==> src/rtl/stc_lock_sequencer.sv <==
// Acquisition/lock controller for the STC downconverter datapath.
// Sequences loop clear, AGC settling, channel-estimate peak search and lock
// verification, then watches the magnitude stream for loss of lock.
// Ports:
//   clk, reset              : clock, synchronous active-high reset
//   enable_i                : run sequencer; low forces IDLE
//   mag_en_i, mag_i         : magnitude sample strobe and unsigned magnitude
//   acq_threshold_i         : acquire threshold (mag >= thr counts as a hit)
//   loss_threshold_i        : loss threshold (mag < thr counts as a miss)
//   settle_cycles_i         : strobes spent in SETTLE (0 behaves as 1)
//   timeout_cycles_i        : strobes allowed in SEARCH/VERIFY (0 = never)
//   locked_o                : high while in LOCKED
//   agc_run_o               : AGC gate, high in SETTLE/SEARCH/VERIFY
//   loop_clear_o            : one-cycle loop integrator clear (CLEAR state)
//   state_o                 : current state code
//   acq_count_o             : saturating count of VERIFY->LOCKED transitions
module stc_lock_sequencer #(
  parameter int unsigned MAG_WIDTH  = 13,
  parameter int unsigned CNT_WIDTH  = 16,
  parameter int unsigned HIT_COUNT  = 4,
  parameter int unsigned MISS_COUNT = 8
) (
  input  logic                 clk,
  input  logic                 reset,
  input  logic                 enable_i,
  input  logic                 mag_en_i,
  input  logic [MAG_WIDTH-1:0] mag_i,
  input  logic [MAG_WIDTH-1:0] acq_threshold_i,
  input  logic [MAG_WIDTH-1:0] loss_threshold_i,
  input  logic [CNT_WIDTH-1:0] settle_cycles_i,
  input  logic [CNT_WIDTH-1:0] timeout_cycles_i,
  output logic                 locked_o,
  output logic                 agc_run_o,
  output logic                 loop_clear_o,
  output logic [2:0]           state_o,
  output logic [7:0]           acq_count_o
);

  localparam int unsigned HIT_W  = unsigned'($clog2(HIT_COUNT + 1));
  localparam int unsigned MISS_W = unsigned'($clog2(MISS_COUNT + 1));

  localparam logic [2:0] ST_IDLE   = 3'd0;
  localparam logic [2:0] ST_CLEAR  = 3'd1;
  localparam logic [2:0] ST_SETTLE = 3'd2;
  localparam logic [2:0] ST_SEARCH = 3'd3;
  localparam logic [2:0] ST_VERIFY = 3'd4;
  localparam logic [2:0] ST_LOCKED = 3'd5;

  logic [2:0]           state_q, state_d;
  logic [CNT_WIDTH-1:0] settle_cnt_q, settle_cnt_d;
  logic [CNT_WIDTH-1:0] timeout_cnt_q, timeout_cnt_d;
  logic [HIT_W-1:0]     hit_cnt_q, hit_cnt_d;
  logic [MISS_W-1:0]    miss_cnt_q, miss_cnt_d;
  logic [7:0]           acq_count_q, acq_count_d;
  logic                 locked_q, agc_run_q, loop_clear_q;

  logic                 is_hit, is_miss, timeout_now, lock_now;
  logic [CNT_WIDTH-1:0] settle_last, timeout_inc;
  logic [7:0]           acq_inc;

  // Strobe qualifiers shared by the search/verify/locked branches
  always_comb begin
    is_hit      = (mag_i >= acq_threshold_i);
    is_miss     = (mag_i < loss_threshold_i);
    settle_last = (settle_cycles_i == '0) ? '0 : settle_cycles_i - CNT_WIDTH'(1);
    timeout_now = (timeout_cycles_i != '0) &&
                  (timeout_cnt_q == timeout_cycles_i - CNT_WIDTH'(1));
    // Saturate so an unbounded search with timeout disabled never wraps
    timeout_inc = (timeout_cnt_q == '1) ? timeout_cnt_q : timeout_cnt_q + CNT_WIDTH'(1);
    acq_inc     = (acq_count_q == 8'hFF) ? acq_count_q : acq_count_q + 8'd1;
    lock_now    = 1'b0;
    if (state_q == ST_SEARCH)
      lock_now = is_hit && (HIT_COUNT == 1);
    else if (state_q == ST_VERIFY)
      lock_now = is_hit && (hit_cnt_q + HIT_W'(1) == HIT_W'(HIT_COUNT));
  end

  // Next-state and counter update
  always_comb begin
    state_d       = state_q;
    settle_cnt_d  = settle_cnt_q;
    timeout_cnt_d = timeout_cnt_q;
    hit_cnt_d     = hit_cnt_q;
    miss_cnt_d    = miss_cnt_q;
    acq_count_d   = acq_count_q;

    if (!enable_i) begin
      state_d       = ST_IDLE;
      settle_cnt_d  = '0;
      timeout_cnt_d = '0;
      hit_cnt_d     = '0;
      miss_cnt_d    = '0;
    end else begin
      case (state_q)
        ST_IDLE: state_d = ST_CLEAR;
        ST_CLEAR: begin
          state_d       = ST_SETTLE;
          settle_cnt_d  = '0;
          timeout_cnt_d = '0;
          hit_cnt_d     = '0;
          miss_cnt_d    = '0;
        end
        ST_SETTLE: begin
          if (mag_en_i) begin
            if (settle_cnt_q == settle_last) begin
              state_d      = ST_SEARCH;
              settle_cnt_d = '0;
            end else begin
              settle_cnt_d = settle_cnt_q + CNT_WIDTH'(1);
            end
          end
        end
        ST_SEARCH, ST_VERIFY: begin
          if (mag_en_i) begin
            timeout_cnt_d = timeout_inc;
            if (lock_now) begin
              state_d       = ST_LOCKED;
              acq_count_d   = acq_inc;
              timeout_cnt_d = '0;
              hit_cnt_d     = '0;
            end else if (timeout_now) begin
              // Restart acquisition; CLEAR zeroes the remaining counters
              state_d = ST_CLEAR;
            end else if (is_hit) begin
              state_d   = ST_VERIFY;
              hit_cnt_d = (state_q == ST_SEARCH) ? HIT_W'(1) : hit_cnt_q + HIT_W'(1);
            end else begin
              state_d   = ST_SEARCH;
              hit_cnt_d = '0;
            end
          end
        end
        ST_LOCKED: begin
          if (mag_en_i) begin
            if (!is_miss) begin
              miss_cnt_d = '0;
            end else if (miss_cnt_q + MISS_W'(1) == MISS_W'(MISS_COUNT)) begin
              state_d    = ST_CLEAR;
              miss_cnt_d = '0;
            end else begin
              miss_cnt_d = miss_cnt_q + MISS_W'(1);
            end
          end
        end
        default: state_d = ST_IDLE;
      endcase
    end
  end

  // State, counters and registered Moore decodes of the next state
  always_ff @(posedge clk) begin
    if (reset) begin
      state_q       <= ST_IDLE;
      settle_cnt_q  <= '0;
      timeout_cnt_q <= '0;
      hit_cnt_q     <= '0;
      miss_cnt_q    <= '0;
      acq_count_q   <= '0;
      locked_q      <= 1'b0;
      agc_run_q     <= 1'b0;
      loop_clear_q  <= 1'b0;
    end else begin
      state_q       <= state_d;
      settle_cnt_q  <= settle_cnt_d;
      timeout_cnt_q <= timeout_cnt_d;
      hit_cnt_q     <= hit_cnt_d;
      miss_cnt_q    <= miss_cnt_d;
      acq_count_q   <= acq_count_d;
      locked_q      <= (state_d == ST_LOCKED);
      agc_run_q     <= (state_d == ST_SETTLE) || (state_d == ST_SEARCH) ||
                       (state_d == ST_VERIFY);
      loop_clear_q  <= (state_d == ST_CLEAR);
    end
  end

  assign state_o      = state_q;
  assign locked_o     = locked_q;
  assign agc_run_o    = agc_run_q;
  assign loop_clear_o = loop_clear_q;
  assign acq_count_o  = acq_count_q;

endmodule

==> config.mk <==
export PLATFORM = sky130hd
export DESIGN_NAME = stc_lock_sequencer
export DESIGN_NICKNAME = d
export VERILOG_FILES = /design/src/rtl/stc_lock_sequencer.sv
export SDC_FILE = /design/constraint.sdc
export NUM_CORES = 1
export LEC_CHECK = 0
export ABC_AREA = 1
export BUFFER_PORTS_ARGS = -buffer_cell sky130_fd_sc_hd__buf_2
export CORE_ASPECT_RATIO = 2
export CORE_MARGIN = 2
export CORE_UTILIZATION = 62
export CTS_CLUSTER_DIAMETER = 60
export DETAILED_ROUTE_END_ITERATION = 8
export GPL_TIMING_DRIVEN = 0
export PLACE_DENSITY = 0.87
export SYNTH_ARGS = -nofsm -noshare
export SYNTH_HDL_FRONTEND = slang
export SYNTH_SLANG_ARGS = --single-unit
==> constraint.sdc <==
create_clock -name clk -period 3.6 [get_ports clk]
set_input_delay 0.36 -clock clk [delete_from_list [all_inputs] [get_ports clk]]
set_output_delay 0.36 -clock clk [all_outputs]
set_load 0.01 [all_outputs]
==> Flow_metrics.wiki, run 1 <==
{| class="wikitable"
! Metric !! Value
|-
| Share of layout cells above drive strength 1 || 14.88%
|-
| Hold endpoint || acq_count_o[7]
|-
| Syn avg cell area || 6.078 um2
|-
| Number of buffers created by CTS || 5
|-
| Hold path cells || 2
|-
| Asr flop ratio synth || 0%
|-
| TritonCTS sink count || between 50 and 60
|-
| Global placer's final weighted congestion || 0.8919
|-
| Wire per inst || ~13 um
|-
| I/O pin total || 89
|-
| Pin count of the biggest net entering global routing || 17
|-
| Net count after synthesis || 966
|-
| Number of hold-slack violations in the final timing report || 0
|-
| Core region area || about 8200 um2
|-
| Flip-flop and latch count after synthesis || 53
|-
| Maximum number of buffers from clock root to sink || 2
|-
| Post-Place Worst Slack || a little over 900 ps
|-
| Global-route usage over all layers || 31.98%
|-
| Syn Inst Count || approximately 860
|-
| RSZ-0062 raised after global routing || no
|-
| Die Wd || slightly below 70 um
|-
| Number of buffers added on ports || 88
|-
| Routed via count divided by cell count || approximately 5.6
|-
| Final cell count without fillers || ~1,100
|-
| Main flop type after synthesis || sky130_fd_sc_hd__dfxtp_1
|-
| Startpoint types || flip-flop
|-
| Initial antenna violation count || 0
|-
| Fraction of synthesized cell area taken by the top area cell type || around a fifth
|-
| Reg-to-reg startpoint || timeout_cnt_q[1]
|-
| Worst reg2reg path endpoint || timeout_cnt_q[6]
|-
| Total length of routed wires || approximately 14,000 um
|-
| Cell at the root of the clock tree || sky130_fd_sc_hd__clkbuf_16
|-
| Post-route setup TNS || 0 ps
|-
| Number of global-route vias before repair || 5,723
|-
| Number of maximum-capacitance constraint violations || 0
|-
| CTS tree || yes
|-
| Result of the run || finished clean
|-
| Start point of the worst min-delay path || reset
|-
| Startpoint-to-endpoint class of the critical path || reg2reg
|-
| Maximum clock rate || about 410 MHz
|-
| Setup violations, final || 0
|-
| Largest area contributor in the netlist || sky130_fd_sc_hd__dfxtp_1
|-
| Netlist Area Pre-Place || between 5000 and 6000 um2
|-
| Slew at the pin closest to its max-slew limit || approximately 770 ps
|-
| Required time at the worst-slack endpoint || around 3800 ps
|-
| Chip height || roughly 130 um
|-
| Initial core utilization || 63.34%
|-
| Die area || 9205 um2
|-
| Final WS setup || around 1100 ps
|-
| Clock transition at path regs || 70 ps
|-
| Kind of capture point of the worst setup path || flip-flop
|-
| First-pass GRT wire length || approximately 23,000 um
|-
| Share of the cycle needed by the critical path after routing || 68.22%
|-
| Yosys warning total || 0
|-
| Number of vias after detailed routing || between 5,000 and 6,000
|-
| Placement Rows || between 40 and 50
|-
| Crit Path Max Fanout || 10
|-
| Clock Latency Late Sink || ~300 ps
|-
| Global route overflow || 0
|-
| Total count of max-transition violations in the final report || 0
|-
| DP HPWL || around 11,000 um
|-
| Worst setup slack for register-to-register paths || 1140 ps
|-
| Relative slew slack || 48.40%
|-
| Number of enable flip-flop cells after synthesis || 0
|-
| Drt first pass iters || 7
|-
| Overall Power || roughly 1.4 mW
|-
| Sequential area share after synthesis || between 20 and 25%
|-
| Layout area overhead || 13.53%
|-
| Biggest area contributors in the synthesized netlist || sky130_fd_sc_hd__dfxtp_1 20%, sky130_fd_sc_hd__nand2_1 14%, sky130_fd_sc_hd__inv_1 10%
|-
| Number of antenna-violating nets in the routed design || 0
|-
| Pwr per Cell Area || between 200 and 250 nW/um2
|-
| Number of resized instances in the post-cts repair step || 0
|-
| Minimum clock period || between 2000 and 2500 ps
|-
| Post-CTS setup buffer count || 0
|-
| Layout Nets || between 1,000 and 1,500
|-
| Critical path arrival || ~2700 ps
|-
| Unique cell type count in the Yosys netlist || between 40 and 50
|-
| Hold buffer count at cts || 0
|-
| Hold WC Path Type || in2reg
|-
| Remaining design rule violation count || 0
|-
| H-tree levels || 2
|-
| Cell depth of the worst flop-to-flop path || 15
|-
| Final-layout worst hold slack || 274.3 ps
|-
| Number of instances in the placed design || 1,044
|-
| Clk_skew || about 5.0 ps
|-
| Antenna cells || 0
|-
| Leakage power summed over all cells || 2.915 nW
|-
| Maximum resistive drop on vdd || 311.4 uV
|-
| 1st-iter DRT viols || roughly 260
|}
[registers in the layout (all words and copies together), names as in the netlist]
signal and flops:
loop_clear_o 1, agc_run_o 1, acq_count_o 8, settle_cnt_q 16, state_o 3, locked_o 1, timeout_cnt_q 16, miss_cnt_q 4
hit_cnt_q 3
[cells in the mapped netlist, types with 8 or more instances]
| cell type | instances |
|---|---|
| sky130_fd_sc_hd__nand2_1 | 198 |
| sky130_fd_sc_hd__dfxtp_1 | 53 |
| sky130_fd_sc_hd__o21a_1 | 8 |
| sky130_fd_sc_hd__nor3_1 | 17 |
| sky130_fd_sc_hd__nor2_2 | 13 |
| sky130_fd_sc_hd__nand3_1 | 72 |
| sky130_fd_sc_hd__nor2_1 | 103 |
| sky130_fd_sc_hd__nand4_1 | 33 |
| sky130_fd_sc_hd__inv_1 | 141 |
| sky130_fd_sc_hd__xor2_1 | 27 |
| sky130_fd_sc_hd__ha_1 | 33 |
| sky130_fd_sc_hd__o21ai_0 | 28 |
| sky130_fd_sc_hd__a21oi_1 | 57 |
[worst max path at each step]
stage,startpoint,slack [ps],endpoint
2_1_floorplan,settle_cycles_i[0],1460,settle_cnt_q[11]
3_5_place_dp,mag_i[8],930,timeout_cnt_q[12]
6_report,timeout_cnt_q[1],1140,timeout_cnt_q[6]
4_1_cts,timeout_cnt_q[1],1190,timeout_cnt_q[6]
5_1_grt,settle_cycles_i[0],900,settle_cnt_q[9]
3_3_place_gp,mag_i[8],940,timeout_cnt_q[12]
[power breakdown]
| group | total [mW] | internal, mW | switching (mW) |
|---|---|---|---|
| Sequential | 0.609 | 0.596 | 0.0128 |
| Combinational | 0.341 | 0.133 | 0.208 |
| Clock | 0.497 | 0.260 | 0.237 |
| Total | 1.45 | 0.989 | 0.458 |
[metal layers]
metal	track usage, %	vias up	share of wire [%]
met5	0	-	0
met4	22.33	0	6.2
met3	4.307	73	3.8
met2	61.16	202	57
met1	27.78	2605	33
li1	-	2980	-
[layout by cell type, fill, tap and decap left out, types with 4 or more instances in the layout]
cell type / synthesis / layout
sky130_fd_sc_hd__a21oi_1: 57 / 57
sky130_fd_sc_hd__nor2_2: 13 / 13
sky130_fd_sc_hd__nor3_1: 17 / 17
sky130_fd_sc_hd__xor2_1: 27 / 27
sky130_fd_sc_hd__nand2_4: 4 / 4
sky130_fd_sc_hd__dfxtp_1: 53 / 53
sky130_fd_sc_hd__nand3b_1: 6 / 6
sky130_fd_sc_hd__clkbuf_1: 4 / 5
sky130_fd_sc_hd__nor2_1: 103 / 103
sky130_fd_sc_hd__nor3_2: 6 / 6
sky130_fd_sc_hd__ha_1: 33 / 33
sky130_fd_sc_hd__inv_1: 141 / 141
sky130_fd_sc_hd__nand4_1: 33 / 33
sky130_fd_sc_hd__o21a_1: 8 / 8
sky130_fd_sc_hd__nand2_1: 198 / 198
sky130_fd_sc_hd__clkbuf_16: 0 / 5
sky130_fd_sc_hd__nand3_1: 72 / 72
sky130_fd_sc_hd__a31oi_1: 6 / 6
sky130_fd_sc_hd__o21ai_0: 28 / 28
sky130_fd_sc_hd__buf_2: 2 / 90
sky130_fd_sc_hd__xnor2_1: 6 / 6
[logic make-up (layout without fill, tap and decap cells)]
kind of cell / Yosys count / after routing / share of synthesized area [%]
compound gates: 117 / 117 / 12.96
fa+ha+maj: 33 / 33 / 7.918
flops: 53 / 53 / 20.35
buf+inv: 155 / 251 / 12.04
simple gates: 467 / 467 / 41.20
xor+xnor: 33 / 33 / 5.542
[area by class of cell]
type	count	area [um2]
Buffer	11	87.58
Clock buffer	6	128.9
Clock inverter	2	13.76
Fill cell	753	2312
Inverter	144	540.5
Multi-Input combinational cell	650	3526
Sequential cell	53	1061
Tap cell	98	122.6
Timing Repair Buffer	88	440.4
[per-stage QoR]
stage / utilization, % / instance area [um2]
after CTS: 71.91 / 5921
after global placement: 70.18 / 5778
final: 71.91 / 5921
after global routing: 71.91 / 5921
after floorplan: - / 5215
after detailed placement: 70.18 / 5778
[worst max-delay path, stage by stage, from the launching register on]
cell	delay [ps]
sky130_fd_sc_hd__dfxtp_1	400
sky130_fd_sc_hd__ha_1	230
sky130_fd_sc_hd__nand3_2	110
sky130_fd_sc_hd__nor3_2	310
sky130_fd_sc_hd__nand2_2	140
sky130_fd_sc_hd__nor2_4	150
sky130_fd_sc_hd__nand2_1	70
sky130_fd_sc_hd__nor3_1	160
sky130_fd_sc_hd__nand3_1	130
sky130_fd_sc_hd__nand2_2	100
sky130_fd_sc_hd__nand2_4	100
sky130_fd_sc_hd__nand2_8	120
sky130_fd_sc_hd__buf_12	140
sky130_fd_sc_hd__nand2_1	70
sky130_fd_sc_hd__nand2_1	70
sky130_fd_sc_hd__nor2_1	50
(Power assumes the default switching activity.)
==> run 2, diff against run 1 <==
--- a/config.mk
+++ b/config.mk
@@ -5,15 +5,15 @@
 export SDC_FILE = /design/constraint.sdc
 export NUM_CORES = 1
 export LEC_CHECK = 0
-export ABC_AREA = 1
+export ABC_AREA = 0
 export BUFFER_PORTS_ARGS = -buffer_cell sky130_fd_sc_hd__buf_2
 export CORE_ASPECT_RATIO = 2
 export CORE_MARGIN = 2
-export CORE_UTILIZATION = 62
+export CORE_UTILIZATION = 58
 export CTS_CLUSTER_DIAMETER = 60
 export DETAILED_ROUTE_END_ITERATION = 8
 export GPL_TIMING_DRIVEN = 0
-export PLACE_DENSITY = 0.87
+export PLACE_DENSITY = 0.82
 export SYNTH_ARGS = -nofsm -noshare
 export SYNTH_HDL_FRONTEND = slang
 export SYNTH_SLANG_ARGS = --single-unit
==> constraint.sdc (replaced) <==
create_clock -name clk -period 2.45 [get_ports clk]
set_input_delay 0.245 -clock clk [delete_from_list [all_inputs] [get_ports clk]]
set_output_delay 0.245 -clock clk [all_outputs]
set_load 0.01 [all_outputs]
==> Flow_metrics.wiki, run 2 <==
{| class="wikitable"
! Metric !! Value
|-
| Result of the run || finished, violations left
|-
| Violated checks || negative setup slack
|-
| Final cell count without fillers || approximately 890
|-
| Final WS setup || -308.9 ps
|-
| Minimum clock period || approximately 2800 ps
|-
| Chip height || ~140 um
|-
| Critical path arrival || around 2900 ps
|-
| Share of layout cells above drive strength 1 || between 30% and 40%
|-
| Clock Latency Late Sink || 300 ps
|-
| Crit Path Max Fanout || 7
|-
| First-pass GRT wire length || 26,030 um
|-
| Leading cell type in the layout, fill and taps excluded || sky130_fd_sc_hd__buf_2
|-
| Cell with the most instances after synthesis || sky130_fd_sc_hd__nor2_1
|-
| Global route overflow || 0
|-
| Number of maximum-capacitance constraint violations || 0
|-
| Critical path, cell by cell || buf_4 > or4_4 > buf_4 > buf_4 > nor4_4 > o21ai_1 > a2111oi_2 > nand3_2 > buf_12 > clkbuf_16 > a31oi_4 > a31oi_1
|-
| Wire per inst || between 15 and 20 um
|-
| Maximum clock rate || ~360 MHz
|-
| Number of buffers created by CTS || 5
|-
| Netlist Area Pre-Place || 5027 um2
|-
| Total count of max-transition violations in the final report || 0
|-
| Routed via count divided by cell count || approximately 6.8
|-
| TritonCTS sink count || between 50 and 60
|-
| Main flop type after synthesis || sky130_fd_sc_hd__dfxtp_1
|-
| Max incr delay on CP || roughly 520 ps
|-
| Asr flop ratio synth || 0%
|-
| Antenna cells || 0
|-
| Pwr per Cell Area || approximately 330 nW/um2
|-
| Maximum resistive drop on vdd || 485.9 uV
|-
| Layout area overhead || 36.46%
|-
| Pin count of the biggest net entering global routing || 16
|-
| Number of vias after detailed routing || between 6,000 and 7,000
|-
| RSZ-0062 raised after global routing || yes
|-
| Placement Rows || between 40 and 50
|-
| Initial antenna violation count || 0
|-
| Number of global-route vias before repair || 5,776
|-
| Unique cell type count in the Yosys netlist || 74
|-
| Maximum number of buffers from clock root to sink || 2
|-
| Final-layout worst hold slack || 276.6 ps
|-
| Fraction of synthesized cell area taken by the top area cell type || a little over a fifth
|-
| Number of instances in the placed design || 859
|-
| Cell at the root of the clock tree || sky130_fd_sc_hd__clkbuf_16
|-
| Die Wd || approximately 70 um
|-
| Biggest area contributors in the synthesized netlist || sky130_fd_sc_hd__dfxtp_1 21%, sky130_fd_sc_hd__ha_1 8.2%, sky130_fd_sc_hd__nor2_1 4.2%
|-
| Critical Path Slowest Stage Cell || sky130_fd_sc_hd__or4_4
|-
| I/O pin total || approximately 90
|-
| Leakage power summed over all cells || 2.746 nW
|-
| Relative slew slack || approximately 5%
|-
| DP HPWL || about 12,000 um
|-
| Post-Place Worst Slack || -982.1 ps
|-
| Startpoint-to-endpoint class of the critical path || in2reg
|-
| Remaining design rule violation count || 0
|-
| Overall Power || between 2 and 2.5 mW
|-
| Drt first pass iters || 7
|-
| Global placer's final weighted congestion || ~0.91
|-
| Sequential area share after synthesis || between 20% and 30%
|-
| Flip-flop and latch count after synthesis || 53
|-
| Slew at the pin closest to its max-slew limit || ~1400 ps
|-
| Kind of capture point of the worst setup path || flip-flop
|-
| Setup violations, final || 31
|-
| Largest area contributor in the netlist || sky130_fd_sc_hd__dfxtp_1
|-
| Initial core utilization || around 60%
|-
| 1st-iter DRT viols || between 400 and 500
|-
| Ranking of synthesized cells by instance count || 56 x sky130_fd_sc_hd__nor2_1, 54 x sky130_fd_sc_hd__nand2_1, 53 x sky130_fd_sc_hd__dfxtp_1
|-
| H-tree levels || 2
|-
| Hold WC Path Type || in2reg
|-
| Required time at the worst-slack endpoint || between 2000 and 3000 ps
|-
| Clk_skew || 7.224 ps
|-
| Yosys warning total || 0
|-
| Syn Inst Count || 676
|-
| Net count after synthesis || 784
|-
| Cell repeated most along the worst path || sky130_fd_sc_hd__buf_4
|-
| Number of enable flip-flop cells after synthesis || 0
|-
| Number of hold-slack violations in the final timing report || 0
|-
| Syn avg cell area || about 7.4 um2
|-
| Core region area || 8528 um2
|-
| Number of buffers added on ports || 83
|-
| Hold buffer count at cts || 0
|-
| Share of the cycle needed by the critical path after routing || 112.6%
|-
| CTS tree || yes
|-
| Layout Nets || 900
|-
| Total length of routed wires || 17,320 um
|-
| Die area || 9473 um2
|-
| Number of antenna-violating nets in the routed design || 0
|-
| Core Util, Final || 80.44%
|-
| Clock transition at path regs || around 70 ps
|-
| Commonest cells after routing, fill and taps aside || 78 x sky130_fd_sc_hd__buf_2, 55 x sky130_fd_sc_hd__nor2_1, 51 x sky130_fd_sc_hd__nand2_1, 47 x sky130_fd_sc_hd__dfxtp_1, 39 x sky130_fd_sc_hd__inv_1
|-
| Startpoint types || input pin
|-
| Global-route usage over all layers || between 30% and 40%
|}
-- run 2: cell count changes after synthesis, sizes merged, moves of 19 or more --
cell and delta:
nand3 -38, nor2 -63, and3 +19, a21oi -25
nand2 -152, clkbuf +19, a31oi +19, inv -102
-- run 2: cell families (layout without fill, tap and decap cells) --
kind of cell	count (synthesis)	count (layout)	synth area share, %
XOR/XNOR	38	38	6.620
AO/OA/AOI/OAI	175	175	24.04
adder cells (fa/ha/maj)	33	33	8.213
buffers and inverters	73	190	5.575
AND/OR/NAND/NOR	294	294	32.38
multiplexers	10	10	2.066
flip-flops	53	53	21.11
-- run 2: layout make-up --
class	instances	area, um2
multi-input cells	550	4384
fillers	571	1668
flip-flops and latches	53	1069
repair buffers	113	747.0
plain buffers	26	193.9
inverters	43	168.9
clock buffers	7	142.6
well taps	100	125.1
clock inverters	1	30.03
-- run 2: final timing paths --
| path | from | to | slack [ps] | depth (start not counted) |
|---|---|---|---|---|
| max | settle_cycles_i[7] | settle_cnt_q[11] | -310 | 12 |
| min | enable_i | locked_o | 280 | 3 |
| max reg2reg | settle_cnt_q[13] | settle_cnt_q[11] | -140 | 9 |
| min reg2reg | hit_cnt_q[1] | hit_cnt_q[1] | 510 | 2 |
-- run 2: per-stage QoR --
stage	area (um2)	setup TNS [ps]
after floorplan	5194	-3892
after global placement	5734	-27740
after detailed placement	5741	-29710
after CTS	6344	-3017
after global routing	6860	-7997
final	6860	-4872
-- run 2: layer usage --
| metal | GRT usage, % | wire length, um | vias up |
|---|---|---|---|
| li1 | - | - | 2787 |
| met1 | 30.77 | 5779 | 2888 |
| met2 | 63.97 | 9414 | 278 |
| met3 | 3.720 | 675 | 110 |
| met4 | 26.07 | 1450 | 0 |
| met5 | 0 | 0 | - |
-- run 2: what timing repair did --
action | in CTS | in global routing
gates cloned | 0 | 3
resized for setup | 64 | 85
setup buffers | 19 | 8
pin swaps | 26 | 29
setup endpoints to repair | 48 | 46
-- run 2: critical path: cells and delay by family --
family | cells | cell delay [ps]
buf+inv | 5 | 800
simple gates | 3 | 1020
compound gates | 4 | 840
-- run 2: report_power, final --
part | switching, mW | internal (mW)
sequential | 0.00790 | 0.866
combinational | 0.329 | 0.231
clock | 0.339 | 0.512
==> run 3, diff against run 2 <==
--- a/config.mk
+++ b/config.mk
@@ -5,7 +5,7 @@
 export SDC_FILE = /design/constraint.sdc
 export NUM_CORES = 1
 export LEC_CHECK = 0
-export ABC_AREA = 0
+export ABC_AREA = 1
 export BUFFER_PORTS_ARGS = -buffer_cell sky130_fd_sc_hd__buf_2
 export CORE_ASPECT_RATIO = 2
 export CORE_MARGIN = 2
==> Flow_metrics.wiki, run 3 (synthesis gave the netlist of run 1 again) <==
{| class="wikitable"
! Metric !! Value
|-
| Result of the run || finished clean
|-
| Leading cell type in the layout, fill and taps excluded || sky130_fd_sc_hd__nand2_1
|-
| Post-route setup TNS || 0 ps
|-
| Setup violations, final || 0
|-
| 1st-iter DRT viols || 320
|-
| Wire per inst || approximately 13 um
|-
| Startpoint-to-endpoint class of the critical path || in2reg
|-
| Number of buffers added on ports || 88
|-
| Number of global-route vias before repair || approximately 5,700
|-
| Start point of the worst min-delay path || reset
|-
| Placed standard-cell area || slightly below 6000 um2
|-
| Pin count of the biggest net entering global routing || 17
|-
| Global-route usage over all layers || ~29%
|-
| Maximum number of buffers from clock root to sink || 2
|-
| Cell type group with the largest total delay on the critical path || compound AO/OA/AOI/OAI gates
|-
| Clock transition at path regs || approximately 70 ps
|-
| Number of maximum-capacitance constraint violations || 0
|-
| Maximum clock rate || roughly 440 MHz
|-
| Relative slew slack || between 40 and 50%
|-
| Final-layout worst hold slack || between 100 and 150 ps
|-
| Hold WC Path Type || in2reg
|-
| Chip height || 138.1 um
|-
| Layout Nets || around 1,100
|-
| Share of the cycle needed by the critical path after routing || a little over 90%
|-
| Total length of routed wires || about 14,000 um
|-
| Clk_skew || about 5.3 ps
|-
| Pwr per Cell Area || roughly 370 nW/um2
|-
| Number of hold-slack violations in the final timing report || 0
|-
| Core region area || 8890 um2
|-
| Remaining design rule violation count || 0
|-
| Layout area overhead || 14.83%
|-
| Reg-to-reg startpoint || timeout_cnt_q[0]
|-
| Number of buffers created by CTS || 5
|-
| Kind of capture point of the worst setup path || flip-flop
|-
| Antenna cells || 0
|-
| Hold buffer count at cts || 0
|-
| Initial antenna violation count || 0
|-
| Cell at the root of the clock tree || sky130_fd_sc_hd__clkbuf_16
|-
| Minimum clock period || around 2300 ps
|-
| CTS tree || yes
|-
| Overall Power || 2.196 mW
|-
| I/O pin total || 89
|-
| Comb power frac || between 20 and 25%
|-
| Clock group share of total power || 36.3%
|-
| Share of layout cells above drive strength 1 || 15.50%
|-
| Startpoint types || input pin
|-
| Global placer's final weighted congestion || 0.9299
|-
| Critical path, cell by cell || buf_2 > ha_1 > a21oi_1 > o21ai_0 > a21oi_1 > nand3_2 > nand2_1 > inv_1 > nor2_1 > buf_2 > o21ai_0 > a21oi_1 > o21ai_0 > nor2_1
|-
| Number of antenna-violating nets in the routed design || 0
|-
| Required time at the worst-slack endpoint || approximately 2700 ps
|-
| Final cell count without fillers || ~1,100
|-
| Critical path arrival || about 2500 ps
|-
| DP HPWL || 11,360 um
|-
| First-pass GRT wire length || 23,420 um
|-
| Crit path buffers/inverters || 3
|-
| Initial core utilization || about three fifths
|-
| TritonCTS sink count || 53
|-
| H-tree levels || 2
|-
| Final design area excluding fillers || 5988 um2
|-
| Commonest cells after routing, fill and taps aside || 198 x sky130_fd_sc_hd__nand2_1, 141 x sky130_fd_sc_hd__inv_1, 100 x sky130_fd_sc_hd__nor2_1, 90 x sky130_fd_sc_hd__buf_2, 71 x sky130_fd_sc_hd__nand3_1
|-
| Net switching power || around 0.64 mW
|-
| Number of vias after detailed routing || around 5,800
|-
| Global route overflow || 0
|-
| Crit Path Max Fanout || 10
|-
| Max incr delay on CP || 340 ps
|-
| Crit path launch || mag_i[8]
|-
| Clock Latency Late Sink || about 300 ps
|-
| Proportion of total power due to net switching || 29.10%
|-
| Drt first pass iters || 7
|-
| Number of instances in the placed design || roughly 1,000
|-
| Internal power contribution || about 1.6 mW
|-
| Routed via count divided by cell count || roughly 5.5
|-
| Leakage power summed over all cells || approximately 2.9 nW
|-
| Sequential power share || about two fifths
|-
| Slew at the pin closest to its max-slew limit || a little over 800 ps
|-
| Die area || between 9000 and 10,000 um2
|-
| Maximum resistive drop on vdd || about 590 uV
|-
| Die Wd || between 70 and 80 um
|-
| Total count of max-transition violations in the final report || 0
|-
| Placement Rows || 49
|-
| Critical Path Slowest Stage Cell || sky130_fd_sc_hd__ha_1
|}
run 3: path summary, 6_finish.rpt:
check	cells past startpoint	slack, ps	endpoint
min reg2reg	2	480	miss_cnt_q[3]
min	2	150	acq_count_o[7]
max reg2reg	15	220	timeout_cnt_q[6]
max	14	180	timeout_cnt_q[12]
run 3: stage by stage:
step           setup slack, ps  util, %
6_report                 175.6    67.36
5_1_grt                 -9.800    67.36
4_1_cts                  123.4    66.94
3_5_place_dp            -152.2    65.05
3_3_place_gp            -132.8    65.05
2_1_floorplan            420.7        -
run 3: power by group through the flow:
stage          Combinational [mW]  Sequential (mW)  Clock [mW]
4_1_cts                     0.501            0.895       0.813
2_1_floorplan               0.330            0.911           0
3_5_place_dp                0.499            0.915           0
6_report                    0.502            0.896       0.798
3_3_place_gp                0.490            0.915           0
5_1_grt                     0.575            0.897       0.843
run 3: routing by layer:
metal	global-route usage, %	share of wire [%]	vias to the layer above
li1	-	-	2990
met1	25.95	35	2626
met2	57.50	57	135
met3	3.207	2.5	50
met4	17.48	6.0	0
met5	0	0	-
run 3: area by class of cell:
| cell class | count | area, um2 |
|---|---|---|
| sequential | 53 | 1062 |
| clock inverter | 2 | 38.79 |
| fill | 842 | 2902 |
| inverter | 144 | 540.5 |
| buffer | 11 | 87.58 |
| multi-input combinational | 650 | 3555 |
| timing repair buffer | 89 | 447.9 |
| tap | 102 | 127.6 |
| clock buffer | 6 | 128.9 |
run 3: what timing repair did:
item	in CTS	in global routing
endpoints found under the setup margin	0	17
hold endpoints to repair	0	0
gates resized for setup	0	8
buffers inserted	0	1
